--- src/rtl/write_back_if.sv ---
// rtl/write_back_if.sv - MEM/WB pipeline register bus into the write-back stage and its WB forwarding slot
interface write_back_if;
  logic        keep;
  logic        RegWrite_pype3;
  logic [1:0]  MemtoReg_pype3;
  logic [4:0]  WReg_pype3;
  logic [31:0] ALU_co_pype3;
  logic [31:0] PCp4_pype3;
  logic [31:0] mem_data_pype;
  logic [31:0] Instraction_pype3;
  logic [31:0] WB_data_pype4;
  logic [4:0]  WReg_pype4;
  logic        RegWrite_pype4;

  modport master (
    output keep, RegWrite_pype3, MemtoReg_pype3, WReg_pype3, ALU_co_pype3,
           PCp4_pype3, mem_data_pype, Instraction_pype3,
    input  WB_data_pype4, WReg_pype4, RegWrite_pype4
  );

  modport slave (
    input  keep, RegWrite_pype3, MemtoReg_pype3, WReg_pype3, ALU_co_pype3,
           PCp4_pype3, mem_data_pype, Instraction_pype3,
    output WB_data_pype4, WReg_pype4, RegWrite_pype4
  );
endinterface

--- src/rtl/write_back.sv ---
// rtl/write_back.sv - write-back stage: load extract, register file with bypass, WB slot; WB_INSTRET_EN adds instret
module write_back (
  input  logic         clk,
  input  logic         rst,
  write_back_if.slave  wb_if,
  input  logic [4:0]   rs1_addr,
  input  logic [4:0]   rs2_addr,
  output logic [31:0]  rs1_data,
  output logic [31:0]  rs2_data,
  output logic         load_misalign,
  output logic [63:0]  instret
);
  logic        we;
  logic        is_load;
  logic        misalign_now;
  logic [2:0]  funct3;
  logic [1:0]  off;
  logic [7:0]  ld_byte;
  logic [15:0] ld_half;
  logic [31:0] ld_data;
  logic [31:0] wb;

  logic [31:0] regs_q [31:1];
  logic [31:0] regs_d [31:1];
  logic [31:0] wb_data_q, wb_data_d;
  logic [4:0]  wreg_q, wreg_d;
  logic        regwr_q, regwr_d;
  logic        misalign_q, misalign_d;

  always_comb begin
    we      = wb_if.RegWrite_pype3 & ~wb_if.keep & (wb_if.WReg_pype3 != 5'd0);
    funct3  = wb_if.Instraction_pype3[14:12];
    off     = wb_if.ALU_co_pype3[1:0];
    is_load = (wb_if.MemtoReg_pype3 == 2'b01) & ~wb_if.keep & (wb_if.Instraction_pype3 != 32'd0);

    case (off)
      2'd0:    ld_byte = wb_if.mem_data_pype[7:0];
      2'd1:    ld_byte = wb_if.mem_data_pype[15:8];
      2'd2:    ld_byte = wb_if.mem_data_pype[23:16];
      default: ld_byte = wb_if.mem_data_pype[31:24];
    endcase
    ld_half = off[1] ? wb_if.mem_data_pype[31:16] : wb_if.mem_data_pype[15:0];

    case (funct3)
      3'b000:  ld_data = {{24{ld_byte[7]}}, ld_byte};
      3'b100:  ld_data = {24'd0, ld_byte};
      3'b001:  ld_data = {{16{ld_half[15]}}, ld_half};
      3'b101:  ld_data = {16'd0, ld_half};
      default: ld_data = wb_if.mem_data_pype;
    endcase

    case (wb_if.MemtoReg_pype3)
      2'b01:   wb = ld_data;
      2'b10:   wb = wb_if.PCp4_pype3;
      default: wb = wb_if.ALU_co_pype3;
    endcase

    // Misaligned data is still written using the lane rules; the flag only records it.
    misalign_now = is_load &
                   ((((funct3 == 3'b001) | (funct3 == 3'b101)) & off[0]) |
                    ((funct3 == 3'b010) & (off != 2'd0)));
  end

  always_comb begin
    regs_d = regs_q;
    if (we) regs_d[wb_if.WReg_pype3] = wb;
    wb_data_d  = wb_if.keep ? wb_data_q : wb;
    wreg_d     = wb_if.keep ? wreg_q : wb_if.WReg_pype3;
    regwr_d    = we;
    misalign_d = misalign_q | misalign_now;
  end

  // Write-through bypass so decode sees a same-cycle commit.
  always_comb begin
    if (rs1_addr == 5'd0)                          rs1_data = 32'd0;
    else if (we && rs1_addr == wb_if.WReg_pype3)   rs1_data = wb;
    else                                           rs1_data = regs_q[rs1_addr];
    if (rs2_addr == 5'd0)                          rs2_data = 32'd0;
    else if (we && rs2_addr == wb_if.WReg_pype3)   rs2_data = wb;
    else                                           rs2_data = regs_q[rs2_addr];
  end

  always_ff @(posedge clk or negedge rst) begin
    if (!rst) begin
      for (int i = 1; i < 32; i++) regs_q[i] <= 32'd0;
      wb_data_q  <= 32'd0;
      wreg_q     <= 5'd0;
      regwr_q    <= 1'b0;
      misalign_q <= 1'b0;
    end else begin
      for (int i = 1; i < 32; i++) regs_q[i] <= regs_d[i];
      wb_data_q  <= wb_data_d;
      wreg_q     <= wreg_d;
      regwr_q    <= regwr_d;
      misalign_q <= misalign_d;
    end
  end

  assign wb_if.WB_data_pype4  = wb_data_q;
  assign wb_if.WReg_pype4     = wreg_q;
  assign wb_if.RegWrite_pype4 = regwr_q;
  assign load_misalign        = misalign_q;

`ifdef WB_INSTRET_EN
  logic [63:0] instret_q, instret_d;

  always_comb begin
    instret_d = instret_q;
    if (!wb_if.keep && wb_if.Instraction_pype3 != 32'd0) instret_d = instret_q + 64'd1;
  end

  always_ff @(posedge clk or negedge rst) begin
    if (!rst) instret_q <= 64'd0;
    else      instret_q <= instret_d;
  end

  assign instret = instret_q;
`else
  assign instret = 64'b0;
`endif
endmodule

--- src/flat_wrapper.sv ---
// flat-port wrapper written by rule: the top's interface ports become plain ports
module write_back_flat 
  (clk, rst, rs1_addr, rs2_addr, rs1_data, rs2_data, load_misalign, instret, wb_if_keep, wb_if_RegWrite_pype3, wb_if_MemtoReg_pype3, wb_if_WReg_pype3, wb_if_ALU_co_pype3, wb_if_PCp4_pype3, wb_if_mem_data_pype, wb_if_Instraction_pype3, wb_if_WB_data_pype4, wb_if_WReg_pype4, wb_if_RegWrite_pype4);
  write_back_if wb_if_i ();
  input  logic clk;
  input  logic rst;
  input  logic [4:0] rs1_addr;
  input  logic [4:0] rs2_addr;
  output logic [31:0] rs1_data;
  output logic [31:0] rs2_data;
  output logic load_misalign;
  output logic [63:0] instret;
  input wire logic [$bits(wb_if_i.keep)-1:0] wb_if_keep;
  input wire logic [$bits(wb_if_i.RegWrite_pype3)-1:0] wb_if_RegWrite_pype3;
  input wire logic [$bits(wb_if_i.MemtoReg_pype3)-1:0] wb_if_MemtoReg_pype3;
  input wire logic [$bits(wb_if_i.WReg_pype3)-1:0] wb_if_WReg_pype3;
  input wire logic [$bits(wb_if_i.ALU_co_pype3)-1:0] wb_if_ALU_co_pype3;
  input wire logic [$bits(wb_if_i.PCp4_pype3)-1:0] wb_if_PCp4_pype3;
  input wire logic [$bits(wb_if_i.mem_data_pype)-1:0] wb_if_mem_data_pype;
  input wire logic [$bits(wb_if_i.Instraction_pype3)-1:0] wb_if_Instraction_pype3;
  output wire logic [$bits(wb_if_i.WB_data_pype4)-1:0] wb_if_WB_data_pype4;
  output wire logic [$bits(wb_if_i.WReg_pype4)-1:0] wb_if_WReg_pype4;
  output wire logic [$bits(wb_if_i.RegWrite_pype4)-1:0] wb_if_RegWrite_pype4;
  assign wb_if_i.keep = wb_if_keep;
  assign wb_if_i.RegWrite_pype3 = wb_if_RegWrite_pype3;
  assign wb_if_i.MemtoReg_pype3 = wb_if_MemtoReg_pype3;
  assign wb_if_i.WReg_pype3 = wb_if_WReg_pype3;
  assign wb_if_i.ALU_co_pype3 = wb_if_ALU_co_pype3;
  assign wb_if_i.PCp4_pype3 = wb_if_PCp4_pype3;
  assign wb_if_i.mem_data_pype = wb_if_mem_data_pype;
  assign wb_if_i.Instraction_pype3 = wb_if_Instraction_pype3;
  assign wb_if_WB_data_pype4 = wb_if_i.WB_data_pype4;
  assign wb_if_WReg_pype4 = wb_if_i.WReg_pype4;
  assign wb_if_RegWrite_pype4 = wb_if_i.RegWrite_pype4;
  write_back u_core (.clk(clk), .rst(rst), .wb_if(wb_if_i), .rs1_addr(rs1_addr), .rs2_addr(rs2_addr), .rs1_data(rs1_data), .rs2_data(rs2_data), .load_misalign(load_misalign), .instret(instret));
endmodule
--- config.mk ---
export PLATFORM = sky130hd
export DESIGN_NAME = write_back_flat
export DESIGN_NICKNAME = d
export VERILOG_FILES = /design/src/rtl/write_back_if.sv /design/src/rtl/write_back.sv /design/src/flat_wrapper.sv
export SDC_FILE = /design/constraint.sdc
export NUM_CORES = 2
export LEC_CHECK = 0
export ABC_AREA = 0
export CORE_ASPECT_RATIO = 2
export CORE_MARGIN = 3
export CORE_UTILIZATION = 65
export DETAILED_ROUTE_END_ITERATION = 10
export GPL_TIMING_DRIVEN = 0
export MAX_ROUTING_LAYER = met4
export PLACE_DENSITY = 0.86
export SYNTH_ARGS = -nofsm -noshare
export SYNTH_HDL_FRONTEND = slang
export SYNTH_SLANG_ARGS = --single-unit
--- constraint.sdc ---
create_clock -name clk -period 5.2 [get_ports clk]
set_clock_uncertainty 0.05 [all_clocks]
set_input_delay 1.04 -clock clk [delete_from_list [all_inputs] [get_ports clk]]
set_output_delay 1.04 -clock clk [all_outputs]
set_load 0.005 [all_outputs]
==> metrics.txt, run 1 <==
Hold-fix buffers, CTS=0; status=did not finish; die span in x=211.2 um; Yosys warning count=0; Seq cells post-synth=1,031; count of buffers from port buffering=about 210; Post-Synthesis Cells=5,313; Failed at=5_1_grt; Most used DFF post-synth=dfrtp_1; Err=[ERROR GRT-0116] Global routing finished with congestion. Check the congestion regions in the DRC Viewer.; EDFF count, synth=0; Post-Syn Area=about 55,000 um^2; CTS root buffer=clkbuf_16; Clock Sinks=between 1,000 and 1,500; first-pass GRT wire length=roughly 440,000 um; Starting Density=around two thirds; dpl cell area=slightly below 60,000 um^2; num ports=about 320; Placer Congestion=1.243; post-DP HPWL=between 200,000 and 250,000 um; Die H=~420 um; H-tree Lvls=3; syn_area_per_cell=just over 10 um^2; Max Root-Sink Buffers=3; vias in the first global route=just under 60,000; register area share after synthesis=about 47%; pin count of the biggest net entering global routing=around 170; Core Rows=149; CTS Buf Count=just under 90; total grt overflow=25; global-route usage over all layers=roughly 72%; Async S/R FF share, synth=100.0%; synth unique cells=63
[cell usage after synthesis, drive strengths merged (8+ instances only)]
library cell | count | area (um^2)
mux4 | 351 | 7905
a221o | 34 | 340.3
o211ai | 16 | 120.1
a221oi | 71 | 621.9
xor2 | 10 | 87.58
nor2b | 33 | 206.5
nor4 | 9 | 56.30
mux2 | 160 | 1802
a21o | 14 | 105.1
o22a | 16 | 140.1
and2 | 8 | 50.05
a21oi | 166 | 834.6
nand3b | 10 | 75.07
buf | 177 | 989.7
nand3 | 39 | 195.2
nand4 | 13 | 81.33
a22oi | 58 | 435.4
dfrtp | 1031 | 25800
a211oi | 23 | 172.7
nand2 | 971 | 3647
o221ai | 48 | 420.4
inv | 9 | 33.78
nor2 | 242 | 908.4
a21boi | 14 | 105.1
nand2b | 26 | 162.7
mux2i | 145 | 1451
clkbuf | 430 | 1614
o22ai | 81 | 506.7
o31a | 10 | 87.58
a222oi | 18 | 180.2
o21ai | 976 | 4885
nor3 | 43 | 215.2
[cells by family after synthesis]
kind of cell	synth area share, %
fa+ha+maj	0.04572
compound gates	16.81
other cells	0.006853
xor+xnor	0.1600
flops	47.15
buf+inv	4.827
mux	20.39
simple gates	10.61
[through the flow]
stage / hold WS (ns) / std cells / setup WS, ns
detailed placement: 0.4257 / 6671 / -2.371
CTS: 0.2328 / 6854 / -0.01676
floorplan: 0.4083 / 5376 / 1.096
global placement: 0.4200 / 6647 / -42.62
[repair_timing]
action | CTS
endpoints found under the setup margin | 64
gates resized for setup | 555
hold endpoints to repair | 0
pin swaps | 19
setup buffers | 34
[metal layers]
metal / GRT overflow / GRT usage (%)
met5: - / -
met4: 9 / 69.84
met3: 0 / 51.77
met2: 16 / 89.56
met1: 0 / 71.32
==> run 2, diff against run 1 <==
Settings changed: CORE_ASPECT_RATIO 2 to not set, CORE_UTILIZATION 65 to 40, MAX_ROUTING_LAYER met4 to not set, PLACE_DENSITY 0.86 to not set, PLACE_DENSITY_LB_ADDON set to 0.15.
==> metrics.txt, run 2 <==
Seq cells post-synth=1,031 (unchanged); DRT iter0 DRCs=7,663; Data required, critical path=approximately 4 ns; Core Rows=135 (was 149); syn_area_per_cell=10.30 um^2 (unchanged); global-route usage over all layers=about 42%; Worst R2R Setup Slack=approximately 4.3 ns; MaxCap Viol Count=0; total grt overflow=0; ANT nets after route=0; crit path kind=input pin to primary output; status=finished, violations left (was did not finish); CP Capture Type=primary output; Final Hold Violating Endpoints=0; Worst Setup Start Kind=input pin; count of buffers from port buffering=214 (unchanged); Core Area=between 100,000 and 150,000 um^2; Vias/cell=6.698; first-pass GRT wire length=between 400,000 and 500,000 um; Die H=375.9 um (was 416.3 um); top cells by area, synth=dfrtp_1, mux4_2, o21ai_0 (unchanged); Max Root-Sink Buffers=3 (unchanged); num ports=316 (unchanged); die span in x=375.9 um (was 211.2 um); Layout Nets=about 5,900; fin. max-slew vios=0; violated checks=setup timing; DR DRC count=0; CP arrival=between 4 and 5 ns; Final setup viols=31; Post-Synthesis Cells=5,313 (unchanged); P&R area growth vs syn=21.70%; crit path cell chain=clkbuf_2, buf_4, buf_6, clkbuf_8, mux2i_1, a221oi_2, a221oi_1, mux2i_4, clkdlybuf4s50_1; H-tree Lvls=3 (unchanged); clk_lat worst skew=about 0.76 ns; Pleak=28.36 nW; post-DP HPWL=226,100 um (was 206,800 um); DRT Pass-1 Iters=6; layout cells sized above 1=between 20% and 30%; Clock Sinks=1,031 (unchanged); most common cell in the netlist=dfrtp_1 (unchanged); final wirelength=between 300,000 and 400,000 um; Least-Margin Pin Slew=between 1 and 1.5 ns; Starting Density=40.35% (was 65.96%); PD cells=between 300 and 400 nW/um^2; vias in the first global route=between 40,000 and 50,000; CTS root buffer=clkbuf_16 (unchanged); Max VDD drop=~0.00034 V; initial antenna violation count=24; clk slew on worst S/H paths=around 0.060 ns; Final min period=5.445 ns; CTS Buf Count=118 (was 89); Pwr Total=between 20 and 25 mW; fmax=183.7 MHz; Via Count=51,320; Placer Congestion=1.056 (was 1.243); CTS tree=done; pin count of the biggest net entering global routing=166; commonest non-fill, non-tap cell in the layout=dfrtp_1; post-synth top area cell=dfrtp_1 (unchanged); r2r startpoint=u_core.regs_q[301]; crit path max fanout=10; Synth top area share=47.15% (unchanged); largest reg by FF count=u_core.regs_q; final period utilization=104.7%; Critical Path Slowest Stage Cell=clkdlybuf4s50_1; final non-filler cell area=66,600 um^2; EDFF count, synth=0 (unchanged); register area share after synthesis=47.15% (unchanged); post-route worst setup slack=-0.2450 ns; top post-synthesis cells by count=dfrtp_1, o21ai_0, nand2_1 (unchanged); unrepaired setup endpoints after global routing=true; RR Endpoint=u_core.regs_q[301]; synth unique cells=63 (unchanged); commonest cells after routing, fill and taps aside=dfrtp_1, nand2_1, o21ai_0; Most used DFF post-synth=dfrtp_1 (unchanged); dpl cell area=59,790 um^2 (was 58,770 um^2); Buf/Inv on CP=5; Post-Syn Area=54,720 um^2 (unchanged); WL/cell=39.60 um; max FFs per register=992; Worst path top cell family by delay=buffers and inverters; max_slew headroom=approximately 11%; Reg2Reg Depth=2; Hold-fix buffers, CTS=0 (unchanged); setup TNS=-2.228 ns; Hold WC Path Type=input pin to asynchronous set/reset pin; Async S/R FF share, synth=100.0% (unchanged); CP max stage delay=0.62 ns; die area=around 140,000 um^2; Yosys warning count=0 (unchanged)
==> run 2: layout make-up <==
class	instances	area, um^2
Clock inverter	54	753.2
Clock buffer	169	3436
Multi-Input combinational cell	3728	27620
Fill cell	12690	69040
Sequential cell	1031	25800
Tap cell	1781	2228
Buffer	585	3775
Timing Repair Buffer	286	2904
Inverter	10	46.29
Antenna cell	17	42.54
==> run 2: worst max-delay path by stage <==
| stage | startpoint | endpoint | cells past startpoint |
|---|---|---|---|
| 2_1_floorplan | wb_if_ALU_co_pype3[1] | rs1_data[31] | 8 |
| 3_3_place_gp | rst | u_core.regs_q[934] | 1 |
| 3_5_place_dp | rs2_addr[1] | rs2_data[1] | 9 |
| 4_1_cts | rs1_addr[1] | rs1_data[15] | 10 |
| 5_1_grt | wb_if_Instraction_pype3[12] | rs2_data[1] | 9 |
| 6_report | rs2_addr[2] | rs2_data[1] | 9 |
==> run 2: kinds of logic (layout without fill, tap and decap cells) <==
group	after synthesis	after routing	share of synthesized area [%]
buffers and inverters	617	1104	4.827
flip-flops	1031	1031	47.15
multiplexers	656	656	20.39
other	1	81	0.006853
AND/OR/NAND/NOR	1422	1422	10.61
adder cells (fa/ha/maj)	2	2	0.04572
AO/OA/AOI/OAI	1574	1574	16.81
XOR/XNOR	10	10	0.1600
==> run 2: metrics by stage <==
stage	setup WS, ns	hold slack [ns]	instances	utilization, %
after global routing	-0.1232	0.2788	7646	49.07
after global placement	-46.25	0.3991	7371	43.74
after detailed placement	-2.759	0.4052	7405	44.08
final	-0.2450	0.2146	7661	49.10
after CTS	0.0002482	0.2311	7638	48.75
after floorplan	1.096	0.4083	5376	-
==> run 2: worst register-to-register path: cells and delay by family (launching register included) <==
| kind | cells | cell delay, ns |
|---|---|---|
| flops | 1 | 0.45 |
| compound gates | 1 | 0.17 |
| simple gates | 1 | 0.08 |
==> run 2: timing repair <==
action | 4_1_cts | 5_1_grt
pin swaps | 23 | 13
resized for setup | 696 | 124
setup buffers | 31 | 8
endpoints found under the setup margin | 64 | 54
==> run 2: report_power, final <==
part	internal (mW)	leakage, nW	switching [mW]
Combinational	2.01	12.5	3.05
Clock	5.39	2.06	3.81
Sequential	9.01	13.8	0.887
==> run 2: metal layers <==
layer	wire length [um]	global-route usage (%)
met1	112800	54.46
met2	124000	59.15
met5	493	0.9949
met4	20520	23.96
met3	45520	18.92
(Power assumes the default switching activity.)
